<file path="config.mk">
export PLATFORM = sky130hd
export DESIGN_NAME = mem_bist_initiator
export DESIGN_NICKNAME = d
export VERILOG_FILES = /design/src/rtl/mem_pkg.sv /design/src/rtl/mem_pattern_gen.sv /design/src/rtl/mem_bist_initiator.sv
export SDC_FILE = /design/constraint.sdc
export NUM_CORES = 1
export LEC_CHECK = 0
export ABC_AREA = 0
export CORE_MARGIN = 2
export CORE_UTILIZATION = 50
export CTS_CLUSTER_SIZE = 40
export DETAILED_ROUTE_END_ITERATION = 10
export GPL_ROUTABILITY_DRIVEN = 0
export PLACE_DENSITY_LB_ADDON = 0.12
export SLEW_MARGIN = 10
export SYNTH_ARGS = -nofsm -noshare
export SYNTH_HDL_FRONTEND = slang
export SYNTH_SLANG_ARGS = --single-unit
export TNS_END_PERCENT = 50
</file>
<file path="constraint.sdc">
create_clock -name clk_i -period 2.95 [get_ports clk_i]
set_input_delay 0.4425 -clock clk_i [delete_from_list [all_inputs] [get_ports clk_i]]
set_output_delay 0.4425 -clock clk_i [all_outputs]
set_load 0.01 [all_outputs]
</file>
<file path="src/rtl/mem_pkg.sv">
// mem_pkg: shared types and default geometry for the memory and its BIST initiator
package mem_pkg;
  localparam int DEF_WIDTH = 8;
  localparam int DEF_SIZE = 2048;
  typedef enum logic [1:0] {IDLE, WRITE, READ, DONE} state_e;
  typedef enum logic [1:0] {MODE_ADDR_XOR, MODE_CONST, MODE_CHECKER, MODE_INV_ADDR_XOR} mode_e;
endpackage

</file>
<file path="src/rtl/mem_pattern_gen.sv">
// mem_pattern_gen: combinational expected-data pattern for a given mode, seed and address
module mem_pattern_gen
  import mem_pkg::*;
#(
  parameter int WIDTH = DEF_WIDTH,
  parameter int ADDR_WIDTH = 8
) (
  input  mode_e                  mode,
  input  logic [WIDTH-1:0]       seed,
  input  logic [ADDR_WIDTH-1:0]  addr,
  output logic [WIDTH-1:0]       pattern
);
  logic [WIDTH-1:0] a_w;
  // address resized to the data width, then combined with the seed per mode
  always_comb begin
    a_w = WIDTH'(addr);
    pattern = mode == MODE_CONST ? seed :
              mode == MODE_CHECKER ? (addr[0] ? ~seed : seed) :
              mode == MODE_INV_ADDR_XOR ? ~(a_w ^ seed) : a_w ^ seed;
  end
endmodule

</file>
<file path="src/rtl/mem_bist_initiator.sv">
// mem_bist_initiator: write-all / read-all-compare self test over a valid/ready memory port
module mem_bist_initiator
  import mem_pkg::*;
#(
  parameter int WIDTH = DEF_WIDTH,
  parameter int SIZE = DEF_SIZE,
  parameter int DEPTH = SIZE / WIDTH,
  parameter int ADDR_WIDTH = $clog2(DEPTH),
  parameter int TIMEOUT = 64,
  parameter int ERR_W = 8
) (
  input  logic                   clk_i,
  input  logic                   rst_i,
  input  logic                   start_i,
  input  logic [1:0]             mode_i,
  input  logic [WIDTH-1:0]       seed_i,
  output logic [ADDR_WIDTH-1:0]  addr_o,
  output logic                   wr_rd_o,
  output logic [WIDTH-1:0]       wdata_o,
  output logic                   valid_o,
  input  logic                   ready_i,
  input  logic [WIDTH-1:0]       rdata_i,
  output logic                   busy_o,
  output logic                   done_o,
  output logic                   pass_o,
  output logic                   timeout_o,
  output logic [ERR_W-1:0]       err_count_o,
  output logic [ADDR_WIDTH-1:0]  first_err_addr_o
);
  localparam int CW = $clog2(TIMEOUT + 1);
  state_e state_q, state_d;
  mode_e mode_q;
  logic [WIDTH-1:0] seed_q, exp_w;
  logic [ADDR_WIDTH-1:0] addr_q, first_q;
  logic [ERR_W-1:0] err_q;
  logic [CW-1:0] wait_q;
  logic to_q, active, xfer, last, expired, mismatch, launch;

  mem_pattern_gen #(.WIDTH(WIDTH), .ADDR_WIDTH(ADDR_WIDTH)) u_pat (
    .mode(mode_q),
    .seed(seed_q),
    .addr(addr_q),
    .pattern(exp_w)
  );

  // state register
  always_ff @(posedge clk_i)
    state_q <= rst_i ? IDLE : state_d;

  // next state, handshake qualifiers and port outputs
  always_comb begin
    active = state_q == WRITE || state_q == READ;
    launch = !active && start_i;
    xfer = active && ready_i;
    last = addr_q == ADDR_WIDTH'(DEPTH - 1);
    expired = active && !ready_i && wait_q == CW'(TIMEOUT - 1);
    mismatch = xfer && state_q == READ && rdata_i != exp_w;
    state_d = launch ? WRITE :
              expired ? DONE :
              (xfer && last) ? (state_q == WRITE ? READ : DONE) : state_q;
    valid_o = active;
    busy_o = active;
    wr_rd_o = state_q == WRITE;
    wdata_o = state_q == WRITE ? exp_w : '0;
    addr_o = addr_q;
    done_o = state_q == DONE;
    pass_o = state_q == DONE && err_q == '0 && !to_q;
    timeout_o = to_q;
    err_count_o = err_q;
    first_err_addr_o = first_q;
  end

  // address walk, wait counter and result bookkeeping
  always_ff @(posedge clk_i) begin
    if (rst_i) begin
      mode_q <= MODE_ADDR_XOR;
      seed_q <= '0;
      addr_q <= '0;
      wait_q <= '0;
      err_q <= '0;
      first_q <= '0;
      to_q <= 1'b0;
    end else if (launch) begin
      mode_q <= mode_e'(mode_i);
      seed_q <= seed_i;
      addr_q <= '0;
      wait_q <= '0;
      err_q <= '0;
      first_q <= '0;
      to_q <= 1'b0;
    end else if (active) begin
      if (xfer) begin
        addr_q <= last ? '0 : addr_q + 1'b1;
        wait_q <= '0;
      end else begin
        wait_q <= wait_q + 1'b1;
        if (expired) to_q <= 1'b1;
      end
      if (mismatch) begin
        if (err_q != '1) err_q <= err_q + 1'b1;
        if (err_q == '0) first_q <= addr_q;
      end
    end
  end
endmodule

</file>
# After elaboration in Yosys (flattened, before gate mapping)

Cells that the tools add are included.

Memories: 0
Word-level logic and storage cells: 58
ROM bits: 0
Bits in latches: 0
Flip-flop bits (word level): 44
Input port bits: 22
Output and inout bits: 38
Bits in writable memories: 0

Shift-type cells: 0
$mul: 0
Eq/ne operators: 10
Order comparisons: 0
Add/sub/neg operators: 3
Muxes and demuxes: 11
Bitwise gates (word level): 4
Div/mod/pow operators: 0
Reduce and logical (&&, ||, !) cells: 21

Operators by type and width:

| cell                  | number |
|---|---|
| $mux W8               | 6 |
| $add A8 B1 Y8 const B | 2 |
| $not A8 Y8            | 2 |
| $logic_and A1 B1 Y1   | 9 |
| $reduce_and A3 Y1     | 3 |
| $eq A2 B2 Y1 const B  | 4 |
| $eq A8 B8 Y1 const B  | 1 |
| $logic_not A8 Y1      | 1 |
| $ne A8 B8 Y1          | 1 |
| $ne A8 B8 Y1 const B  | 1 |
| $xor A8 B8 Y8         | 1 |
| $add A7 B1 Y7 const B | 1 |
| $eq A7 B6 Y1 const B  | 1 |
| $mux W7               | 1 |
| $eq A2 B1 Y1 const B  | 2 |
| $mux W2               | 2 |
| $logic_not A1 Y1      | 3 |
| $reduce_bool A3 Y1    | 1 |
| $mux W1               | 2 |
| $reduce_and A2 Y1     | 1 |
| $reduce_bool A2 Y1    | 1 |
| $reduce_or A2 Y1      | 1 |
| $logic_or A1 B1 Y1    | 1 |
| $not A1 Y1            | 1 |

# Longest topological paths before layout

Gate-level depths: netlist of the first run.

Depth in word-level cells: 8
Mapped depth: 9
Mapped depth without buffers: 8

# Cells and area by module

Synthesis of the first run repeated with hierarchy kept, for this count alone.

Cells, all modules: 274
Area total of the unflattened synthesis: 2239.6 µm²

Modules (own cells, without submodules):

| module             | area an instance (µm²) | cells each | sequential area each (µm²) | times used |
|---|---|---|---|---|
| mem_bist_initiator | 2033.2                 | 245        | 880.8                      | 1 |
| mem_pattern_gen    | 206.4                  | 29         | 0.0                        | 1 |

# Worst setup path after synthesis of the first run

OpenSTA, ideal clock, no wires.

Path kind: reg2reg
Start: register addr_q[0] (netlist: addr_o[0])
End: register first_q[0] (netlist: first_err_addr_o[0])
Path buffers: 2
Clock period less this slack: 2.439 ns
Data arrival time: 2.306 ns
Required time: 2.818 ns
Cell stages (with the launch flop): 10
Path slack: 0.511 ns
Cell sequence: dfxtp_1 -> buf_2 -> nor3b_4 -> a2111oi_0 -> a2111oi_2 -> o211ai_1 -> or4_4 -> buf_6 -> nand4_1 -> a21oi_1

Longest elaborated chain between the ends: 8
Elaborated cells between the ends (all ways): 9
Those cells by class: eq/ne: 1; mux: 4; bitwise: 2; reduce/logical: 2

RTL lines:

| item                               | line                      | text |
|---|---|---|
| start, declared                    | mem_bist_initiator.sv:34  | `logic [ADDR_WIDTH-1:0] addr_q, first_q;` |
| start signal, assigned             | mem_bist_initiator.sv:93  | `addr_q <= last ? '0 : addr_q + 1'b1;` |
| $xor A8 B8 Y8                      | mem_pattern_gen.sv:19     | `mode == MODE_INV_ADDR_XOR ? ~(a_w ^ seed) : a_w ^ seed;` |
| $not A8 Y8                         | mem_pattern_gen.sv:19     |  |
| $mux W8                            | mem_pattern_gen.sv:19     |  |
| $mux W8                            | mem_pattern_gen.sv:18     | `mode == MODE_CHECKER ? (addr[0] ? ~seed : seed) :` |
| $mux W8                            | mem_pattern_gen.sv:17     | `pattern = mode == MODE_CONST ? seed :` |
| $ne A8 B8 Y1                       | mem_bist_initiator.sv:57  | `mismatch = xfer && state_q == READ && rdata_i != exp_w;` |
| $logic_and A1 B1 Y1                | mem_bist_initiator.sv:57  |  |
| $reduce_and A3 Y1 (no source line) | -                         |  |
| end signal, assigned               | mem_bist_initiator.sv:101 | `if (err_q == '0) first_q <= addr_q;` |
| end, declared                      | mem_bist_initiator.sv:34  |  |

Several ways; a longest one is shown, not always the timed one.
A chain may end at the register's enable or synchronous reset.

# Final worst setup path of the first run

Start: register addr_q[7] (netlist: addr_o[7])
End: output wdata_o[7]

Longest elaborated chain between the ends: 6

RTL lines:

| item            | line                     | text |
|---|---|---|
| $xor A8 B8 Y8 * | mem_pattern_gen.sv:19    |  |
| $not A8 Y8      | mem_pattern_gen.sv:19    |  |
| $mux W8 *       | mem_pattern_gen.sv:19    |  |
| $mux W8 *       | mem_pattern_gen.sv:18    |  |
| $mux W8 *       | mem_pattern_gen.sv:17    |  |
| $mux W8 *       | mem_bist_initiator.sv:64 | `wdata_o = state_q == WRITE ? exp_w : '0;` |
| end, declared   | mem_bist_initiator.sv:19 | `output logic [WIDTH-1:0] wdata_o,` |

Mark *: on every way between the ends. The rest lies on a longest branch, timed or not.

==> run_results.csv, run 1 <==
group,metric,value,unit
sta,fin_setup_tns,0,ns
hold_path,holdPathStages,2,
floorplan,core_area,0.004786,mm^2
clocking,cts_tree,"yes",
hold_path,hold_path.class,"reg -> reg",
worst_setup_path,cp-start-kind,"flip-flop",
sta,layout_min_cycle_time,2.601,ns
worst_setup_path,worstPathRequired,2.51,ns
status,status,"finished, final reports clean",
clocking,cts.sinks,44,
routing,vias,2450,
global_route,grtUsageTotal,0.2263,
routing,dr.pass1.iters,4,
synth,synth_top_cell_area_share,0.3492,
clocking,clk_latency,0.30,ns
global_route,grt_max_degree,31,
synth,ys_async_sr_fraction,0,
worst_setup_path,rrSetupSlack,0.37,ns
hold_path,whs_endpoint,"first_err_addr_o[5]",
worst_setup_path,r2r_end,"first_err_addr_o[6]",
synth,synthTopCellsByCount,"dfxtp_1, nand2_1, a21oi_1, nor2_1, o21ai_0",
synth,yosysWarnings,0,
sta,fin_crit_sh,0.8817,
place,place_hpwl,4376,um
cells_and_area,fill_cells,407,
cells_and_area,n_antenna_cell,0,
place,io_buffers,59,
worst_setup_path,worstPathMaxFanout,8,
synth,yosys.area_share.simple,0.2808,
synth,ys_seq_area_frac,0.3492,
synth,avgSynthCellArea,8.085,um^2
worst_setup_path,cp-end-kind,"output pin",
floorplan,fp.dieW,75.03,um
clocking,root_buffer,"clkbuf_8",
worst_setup_path,r2r_cells,8,
worst_setup_path,r2r_start,"addr_o[7]",
synth,syn_inst,312,
clocking,holdBufCountCts,0,
synth,synth-adder-area-share,0.03472,
floorplan,fp-row-count,25,
sta,hold_viol,0,
synth,synthesis.nets,341,
floorplan,die_y,75.03,um
routing,drt_iter0_drc,105,
global_route,antenna_found_initial,0,
synth,synthTopCellsByArea,"dfxtp_1, a21oi_1, nand2_1",
synth,synth_area,0.002522,mm^2
power_and_ir_drop,leakage,1.223,nW
global_route,grt_overflow,0,
synth,synthMuxAreaShare,0.01587,
worst_setup_path,worstPathArrival,2.16,ns
clocking,htree_num_levels,2,
power_and_ir_drop,peakVddDrop,238.2,uV
job,cap_violations,0,
synth,synth_largest_area_cell,"dfxtp_1",
floorplan,initial_core_util,0.5271,
sta,drv_slew,0,
sta,fmax,0.3845,GHz
cells_and_area,fin_util,0.6912,
cells_and_area,syn_to_final_growth,31.15,%
floorplan,ios,60,
sta,fin_skew,0.006108,ns
sta,max_slew_margin,0.4748,
hold_path,min_from,"first_err_addr_o[5]",
synth,synth_seq_cells,44,
routing,via_per_inst,5.556,
routing,routed_wl,5967,um
cells_and_area,final_layout_size_suffix_gt1_frac,0.08824,
synth,ys_types,48,
routing,drc,0,
synth,synth_top_family_by_area,"simple AND/OR/NAND/NOR gates",
floorplan,dieArea,0.005629,mm^2
routing,wl_per_cell,13.53,um
global_route,grt_pass1_vias,2154,
synth,synth_edf_count,0,
sta,tightest_slew,0.7780,ns
synth,synthFlopType,"dfxtp_1",
place,place_area,0.003197,mm^2
synth,synth-compound-area-share,0.1791,
clocking,path_clk_slew,0.08,ns
cells_and_area,stdcell_area,0.003308,mm^2
clocking,clock_path_buffers,2,
routing,ant_nets,0,
sta,rsz0062_at_grt,"no",
global_route,grt_pass1_wl,9887,um
cells_and_area,layout.nets,402,
worst_setup_path,crit_type,"reg -> out",
sta,finalSetupViolations,0,
synth,synth_xor_area_frac,0.08978,
clocking,cts_buffers,5,
power_and_ir_drop,powerDensity,367.9,mW/mm^2
synth,synth.most_common_cell,"dfxtp_1",
## flip-flops by register name, indices dropped and copies added, names as in the netlist
signal            flops
wait_q                7
err_count_o           8
addr_o                8
seed_q                8
mode_q                2
first_err_addr_o      8
state_q               2
timeout_o             1
## metal layers
metal	vias to the layer above	share of wire	GRT usage
li1	1232	-	-
met1	1141	0.46	0.3142
met4	0	0.012	0.07341
met3	7	0.042	0.02811
met2	70	0.48	0.3665
met5	-	0	0
## critical path, stage by stage (launching register included)
cell             delay [ns]
dfxtp_1                0.52
nor2_1                 0.09
a211oi_1               0.42
xor2_1                 0.17
and2_1                 0.13
clkdlybuf4s50_1        0.53
## cell families after synthesis
kind of cell	after synthesis
and+or+nand+nor	135
adders and majority gates	7
AOI/OAI and AO/OA	75
xor gates and xnor gates	21
muxes	4
DFF	44
buffers and inverters	26
## metrics by stage
step	setup WS (ns)	std cells	hold slack (ns)	power (mW)
2_1_floorplan	0.5113	312	0.4488	0.7570
3_3_place_gp	0.2746	432	0.4566	0.8358
3_5_place_dp	0.1838	432	0.4651	0.8390
4_1_cts	0.003394	440	0.4773	1.224
5_1_grt	0.1063	441	0.5032	1.268
6_report	0.3491	441	0.4746	1.217
## report_power, final
| group | switching (mW) | internal [mW] |
|---|---|---|
| registers | 0.0116 | 0.605 |
| clock network | 0.205 | 0.187 |
| logic | 0.103 | 0.105 |
## layout by cell type, fill, tap and decap left out, types with 4 or more instances in the layout
| cell type | netlist | layout |
|---|---|---|
| clkdlybuf4s50_1 | 0 | 58 |
| dfxtp_1 | 44 | 44 |
| nand2_1 | 40 | 40 |
| a21oi_1 | 30 | 30 |
| nor2_1 | 29 | 29 |
| o21ai_0 | 17 | 17 |
| buf_4 | 1 | 15 |
| nand4_1 | 14 | 14 |
| xor2_1 | 10 | 10 |
| xnor2_1 | 8 | 8 |
| nor3_1 | 8 | 8 |
| a211oi_1 | 7 | 7 |
| and2_1 | 7 | 7 |
| and3_1 | 7 | 7 |
| nand3_1 | 7 | 7 |
| ha_1 | 7 | 7 |
| inv_1 | 6 | 6 |
| a31oi_1 | 6 | 6 |
| clkbuf_8 | 0 | 6 |
| nor2b_1 | 4 | 4 |
| mux2i_1 | 4 | 4 |
## area by class of cell
class                           count  area, um^2  area share
Clock inverter                      2       10.01    0.003026
Inverter                            6       22.52    0.006808
Timing Repair Buffer               74       705.7      0.2133
Tap cell                           67       83.83     0.02534
Clock buffer                        6       82.58     0.02496
Multi-Input combinational cell    242        1523      0.4603
Sequential cell                    44       880.8      0.2663
## worst max path at each step
stage / from / slack (ns) / to
4_1_cts: err_count_o[0] / 0.003 / pass_o
3_3_place_gp: err_count_o[0] / 0.27 / pass_o
3_5_place_dp: rdata_i[5] / 0.18 / first_err_addr_o[4]
6_report: addr_o[7] / 0.35 / wdata_o[7]
5_1_grt: addr_o[7] / 0.11 / first_err_addr_o[6]
2_1_floorplan: addr_o[0] / 0.51 / first_err_addr_o[0]
## timing repair
item / CTS / global route
setup buffers: 0 / 1
gates resized for setup: 1 / 1
gates cloned: 0 / 0
endpoints found under the setup margin: 1 / 1
pin swaps: 0 / 1
Note: power is estimated with default switching activity, not from simulation.
==> inputs of run 2 (changes only) <==
--- a/config.mk
+++ b/config.mk
@@ -7,7 +7,8 @@
 export LEC_CHECK = 0
 export ABC_AREA = 0
 export CORE_MARGIN = 2
-export CORE_UTILIZATION = 50
+export CORE_UTILIZATION = 48
+export CTS_BUF_LIST = sky130_fd_sc_hd__clkbuf_4 sky130_fd_sc_hd__clkbuf_8 sky130_fd_sc_hd__clkbuf_16
 export CTS_CLUSTER_SIZE = 40
 export DETAILED_ROUTE_END_ITERATION = 10
 export GPL_ROUTABILITY_DRIVEN = 0
@@ -15,5 +16,6 @@
 export SLEW_MARGIN = 10
 export SYNTH_ARGS = -nofsm -noshare
 export SYNTH_HDL_FRONTEND = slang
+export SYNTH_HIERARCHICAL = 1
 export SYNTH_SLANG_ARGS = --single-unit
 export TNS_END_PERCENT = 50
==> run_results.csv, run 2 <==
group,metric,value,unit
synth,synthTopCellsByCount,"dfxtp_1, nand2_1, nor2_1, xor2_1, a21oi_1",
worst_setup_path,cpPeakStageDelay,0.53,ns
worst_setup_path,cp_cell_sequence,"nor3b_4 -> a211oi_1 -> xor2_1 -> and2_1 -> clkdlybuf4s50_1",
synth,synthesis.nets,303,
sta,tightest_slew,0.5035,ns
clocking,path_clk_slew,0.08,ns
sta,layout_min_cycle_time,2.663,ns
hold_path,hold_path.class,"reg -> reg",
synth,yosysWarnings,6,
routing,ant_nets,0,
clocking,clk_latency,0.30,ns
global_route,antenna_found_initial,0,
floorplan,core_area,0.004414,mm^2
sta,finalSetupViolations,0,
place,place_ws,0.3044,ns
sta,max_slew_margin,0.6637,
power_and_ir_drop,comb_power_share,0.149,
power_and_ir_drop,sw_frac_of_total,0.2604,
cells_and_area,layout.nets,365,
worst_setup_path,worstPathArrival,2.22,ns
clocking,htree_num_levels,2,
routing,via_per_inst,5.294,
floorplan,die_y,72.31,um
clocking,holdBufCountCts,0,
sta,whs,0.4648,ns
power_and_ir_drop,powerDensity,386.8,mW/mm^2
floorplan,fp.dieW,72.31,um
floorplan,ios,60,
sta,hold_viol,0,
routing,vias,2054,
clocking,cts_buffers,5,
cells_and_area,syn_to_final_growth,32.74,%
synth,ys_seq_area_frac,0.3933,
power_and_ir_drop,p_int,850.4,uW
routing,drt_iter0_drc,113,
cells_and_area,instances_no_fill,388,
power_and_ir_drop,p_total,1.150,mW
clocking,clock_path_buffers,2,
worst_setup_path,worstPathMaxFanout,10,
synth,synthFlopType,"dfxtp_1",
status,status,"finished, final reports clean",
sta,drv_slew,0,
sta,rsz0062_at_grt,"no",
power_and_ir_drop,power.share.sequential,0.537,
clocking,cts.sinks,44,
clocking,cts_tree,"yes",
job,cap_violations,0,
floorplan,dieArea,0.005228,mm^2
cells_and_area,final_layout_size_suffix_gt1_frac,0.07738,
global_route,grt_pass1_vias,1895,
place,place_area,0.002890,mm^2
synth,avgSynthCellArea,8.174,um^2
worst_setup_path,r2r_cells,9,
routing,wl_per_cell,13.37,um
synth,synthTopCellsByArea,"dfxtp_1, xor2_1, nand2_1",
power_and_ir_drop,leakage,1.106,nW
synth,synth_largest_area_cell,"dfxtp_1",
routing,dr.pass1.iters,4,
cells_and_area,n_antenna_cell,0,
worst_setup_path,critPathSlowestCell,"clkdlybuf4s50_1",
sta,fin_crit_sh,0.9027,
global_route,grt_pass1_wl,8742,um
worst_setup_path,cp-end-kind,"output pin",
worst_setup_path,cp-start-kind,"flip-flop",
routing,drc,0,
synth,ys_types,40,
place,dp.cells,381,
floorplan,fp-row-count,24,
global_route,grtUsageTotal,0.2120,
place,place_hpwl,3808,um
synth,syn_inst,274,
sta,fin_setup_tns,0,ns
global_route,grt_overflow,0,
worst_setup_path,worstPathRequired,2.51,ns
power_and_ir_drop,clkPwrFrac,0.314,
cells_and_area,final_common_cell,"clkdlybuf4s50_1",
synth,synth_seq_cells,44,
floorplan,initial_core_util,0.5074,
cells_and_area,stdcell_area,0.002973,mm^2
sta,fmax,0.3755,GHz
synth,synth_area,0.002240,mm^2
power_and_ir_drop,switchingPower,299.3,uW
synth,ys_async_sr_fraction,0,
hold_path,holdPathStages,2,
power_and_ir_drop,peakVddDrop,306.2,uV
synth,synth_edf_count,0,
routing,routed_wl,5187,um
sta,timing.final.ws_setup,0.2871,ns
global_route,grt_max_degree,19,
synth,synth_top_cell_area_share,0.3933,
cells_and_area,fin_util,0.6735,
worst_setup_path,crit_type,"reg -> out",
cells_and_area,mostFrequentLayoutCells,"clkdlybuf4s50_1, nand2_1, dfxtp_1, nor2_1, xor2_1",
place,io_buffers,59,
sta,fin_skew,0.007554,ns
clocking,root_buffer,"clkbuf_8",
[run 2: cell count changes in the layout (fill, tap and decap cells not counted), sizes merged, moves of 5 or more]
cell   delta
and3      -6
a21oi    -10
nand4     -9
nand3     +7
xor2     +11
o21ai     -8
nor3      -5
buf       -7
[run 2: per-layer routing]
metal,track usage,share of wire,wire length [um],up-vias
met5,0,0,0,-
met4,0.07966,0.016,82,0
met3,0.05694,0.064,331,6
met2,0.3231,0.44,2264,57
met1,0.2873,0.48,2508,943
li1,-,-,-,1048
[run 2: worst max-delay path: cells and delay by family (launching register included)]
kind                   cells  cell delay [ns]
AND/OR/NAND/NOR            2             0.54
buffers and inverters      1             0.53
flip-flops                 1             0.50
XOR/XNOR                   1             0.23
AO/OA/AOI/OAI              1             0.13
[run 2: layout make-up]
class	count	area, um^2
fillers	380	1441
multi-input cells	208	1256
flip-flops and latches	44	882.1
repair buffers	67	650.6
clock buffers	5	68.82
well taps	52	65.06
inverters	10	37.54
clock inverters	2	12.51
[run 2: power groups by stage]
stage          clock network [mW]  registers, mW  logic, mW
6_report                    0.362          0.617      0.171
5_1_grt                     0.397          0.619      0.187
4_1_cts                     0.373          0.617      0.172
3_5_place_dp                    0          0.631      0.170
3_3_place_gp                    0          0.630      0.167
2_1_floorplan                   0          0.626      0.102
[run 2: what timing repair did]
action                     4_1_cts  5_1_grt
resized for setup                0        1
buffers inserted                 0        0
setup endpoints to repair        0        1
[run 2: worst paths after layout]
path	endpoint	slack, ns	start
worst min-delay path	first_err_addr_o[1]	0.46	first_err_addr_o[1]
worst max-delay path	wdata_o[4]	0.29	mode_q[1]
worst max register to register	err_count_o[7]	0.35	mode_q[1]
worst min register to register	first_err_addr_o[1]	0.46	first_err_addr_o[1]
[run 2: cell families after synthesis]
kind of cell	share of synthesized area
DFF	0.3933
AOI/OAI and AO/OA	0.1313
xor gates and xnor gates	0.1095
buffers and inverters	0.04581
muxes	0.006702
adders and majority gates	0.03910
and+or+nand+nor	0.2743
==> inputs of run 3 (changes only) <==
--- a/config.mk
+++ b/config.mk
@@ -12,6 +12,7 @@
 export CTS_CLUSTER_SIZE = 40
 export DETAILED_ROUTE_END_ITERATION = 10
 export GPL_ROUTABILITY_DRIVEN = 0
+export GPL_TIMING_DRIVEN = 0
 export PLACE_DENSITY_LB_ADDON = 0.12
 export SLEW_MARGIN = 10
 export SYNTH_ARGS = -nofsm -noshare
==> run_results.csv, run 3 (synthesis gave the netlist of run 2 again) <==
group,metric,value,unit
cells_and_area,final_common_cell,"clkdlybuf4s50_1",
worst_setup_path,cp-end-kind,"flip-flop",
sta,fmax,0.3708,GHz
worst_setup_path,r2r_start,"addr_o[0]",
sta,rsz0062_at_grt,"no",
worst_setup_path,cp_cell_sequence,"nor3b_4 -> a211oi_1 -> xor2_1 -> xor2_1 -> nor4_4 -> a211o_1 -> or4_1 -> o21ai_0",
worst_setup_path,r2r_end,"err_count_o[4]",
cells_and_area,final_layout_size_suffix_gt1_frac,0.07038,
worst_setup_path,worstPathArrival,2.92,ns
cells_and_area,layout.nets,369,
cells_and_area,syn_to_final_growth,34.69,%
sta,whs,0.4594,ns
power_and_ir_drop,leakage,1.110,nW
power_and_ir_drop,powerDensity,393.9,mW/mm^2
clocking,cts_tree,"yes",
routing,dr.pass1.iters,4,
global_route,grt_pass1_vias,1971,
floorplan,die_y,72.31,um
clocking,clock_path_buffers,2,
sta,max_slew_margin,0.6279,
sta,layout_min_cycle_time,2.697,ns
place,dp.cells,385,
worst_setup_path,startpoint,"addr_o[0]",
sta,tightest_slew,0.5535,ns
job,cap_violations,0,
hold_path,min_from,"first_err_addr_o[5]",
sta,hold_viol,0,
routing,vias,2036,
place,place_ws,0.01960,ns
power_and_ir_drop,p_total,1.188,mW
worst_setup_path,cpPeakStageDelay,0.56,ns
cells_and_area,fill_cells,383,
floorplan,fp.dieW,72.31,um
place,io_buffers,59,
worst_setup_path,critPathSlowestCell,"dfxtp_1",
cells_and_area,instances_no_fill,393,
routing,wl_per_cell,13.49,um
worst_setup_path,crit_family,"compound AO/OA/AOI/OAI gates",
floorplan,core_area,0.004414,mm^2
worst_setup_path,r2r_cells,8,
place,place_area,0.002895,mm^2
worst_setup_path,worstPathMaxFanout,8,
worst_setup_path,path_buf_inv,0,
clocking,root_buffer,"clkbuf_8",
floorplan,initial_core_util,0.5074,
floorplan,fp-row-count,24,
power_and_ir_drop,peakVddDrop,302.1,uV
sta,timing.final.ws_setup,0.2532,ns
sta,finalSetupViolations,0,
routing,ant_nets,0,
global_route,grt_max_degree,14,
worst_setup_path,crit_type,"reg -> reg",
floorplan,dieArea,0.005228,mm^2
routing,drc,0,
routing,via_per_inst,5.181,
worst_setup_path,worstPathRequired,3.17,ns
worst_setup_path,crit_path_frequent_cell,"xor2_1",
status,status,"finished, final reports clean",
clocking,postCtsSetupBuffers,0,
hold_path,holdPathStages,2,
clocking,clk_latency,0.29,ns
routing,routed_wl,5303,um
global_route,grt_pass1_wl,8832,um
clocking,path_clk_slew,0.08,ns
place,place_hpwl,3861,um
global_route,grt_overflow,0,
hold_path,hold_path.class,"reg -> reg",
clocking,cts_buffers,5,
cells_and_area,stdcell_area,0.003017,mm^2
floorplan,ios,60,
worst_setup_path,cp-start-kind,"flip-flop",
clocking,htree_num_levels,2,
sta,fin_skew,0.004708,ns
cells_and_area,fin_util,0.6834,
sta,fin_setup_tns,0,ns
hold_path,whs_endpoint,"first_err_addr_o[5]",
global_route,grtUsageTotal,0.2125,
worst_setup_path,rrSetupSlack,0.25,ns
cells_and_area,mostFrequentLayoutCells,"clkdlybuf4s50_1, nand2_1, dfxtp_1, nor2_1, xor2_1",
clocking,cts.sinks,44,
sta,drv_slew,0,
routing,drt_iter0_drc,89,
sta,fin_crit_sh,0.9142,
cells_and_area,n_antenna_cell,0,
global_route,antenna_found_initial,0,
==> run 3: cell count changes in the layout (fill, tap and decap cells not counted) <==
cell / previous run / this run
a211oi_4: 0 / 1
buf_6: 0 / 2
dfxtp_1: 43 / 44
buf_4: 8 / 1
nor4_1: 2 / 0
clkbuf_8: 5 / 6
clkbuf_1: 0 / 8
a211oi_2: 2 / 1
nor4_4: 0 / 1
nor4_2: 0 / 1
clkinvlp_4: 1 / 0
buf_2: 0 / 1
clkinv_2: 1 / 2
dfxtp_2: 1 / 0
==> run 3: how the worst max path moves through the flow <==
| stage | to | depth (start not counted) |
|---|---|---|
| after detailed placement | first_err_addr_o[7] | 9 |
| after CTS | first_err_addr_o[7] | 9 |
| after global routing | first_err_addr_o[6] | 9 |
| final | err_count_o[4] | 8 |
| after floorplan | first_err_addr_o[6] | 10 |
| after global placement | first_err_addr_o[7] | 9 |
==> run 3: final cells by class <==
class / count / area (um^2) / share of cell area
plain buffers: 12 / 65.06 / 0.02157
clock buffers: 6 / 82.58 / 0.02737
well taps: 52 / 65.06 / 0.02157
flip-flops and latches: 44 / 880.8 / 0.2920
multi-input cells: 208 / 1285 / 0.4260
clock inverters: 2 / 10.01 / 0.003318
inverters: 10 / 37.54 / 0.01244
repair buffers: 59 / 590.6 / 0.1958
==> run 3: where the power goes <==
part	internal [mW]	switching [mW]
Combinational	0.0872	0.0986
Clock	0.187	0.202
Sequential	0.604	0.00899
Total	0.879	0.310
==> run 3: timing repair <==
| action | in CTS | in global routing |
|---|---|---|
| resized for setup | 0 | 4 |
| setup endpoints to repair | 0 | 13 |
| hold buffers | 0 | 0 |
==> run 3: tightest hold or removal path: stages, from the launching register on <==
cell     delay, ns
dfxtp_1       0.32
nand2_1       0.05
o21ai_0       0.06
==> run 3: metal layers <==
| metal | GRT usage | vias up | wire [um] |
|---|---|---|---|
| li1 | - | 1059 | - |
| met4 | 0.06499 | 0 | 46 |
| met1 | 0.2837 | 926 | 2598 |
| met3 | 0.03750 | 4 | 249 |
| met5 | 0 | - | 0 |
| met2 | 0.3507 | 47 | 2408 |
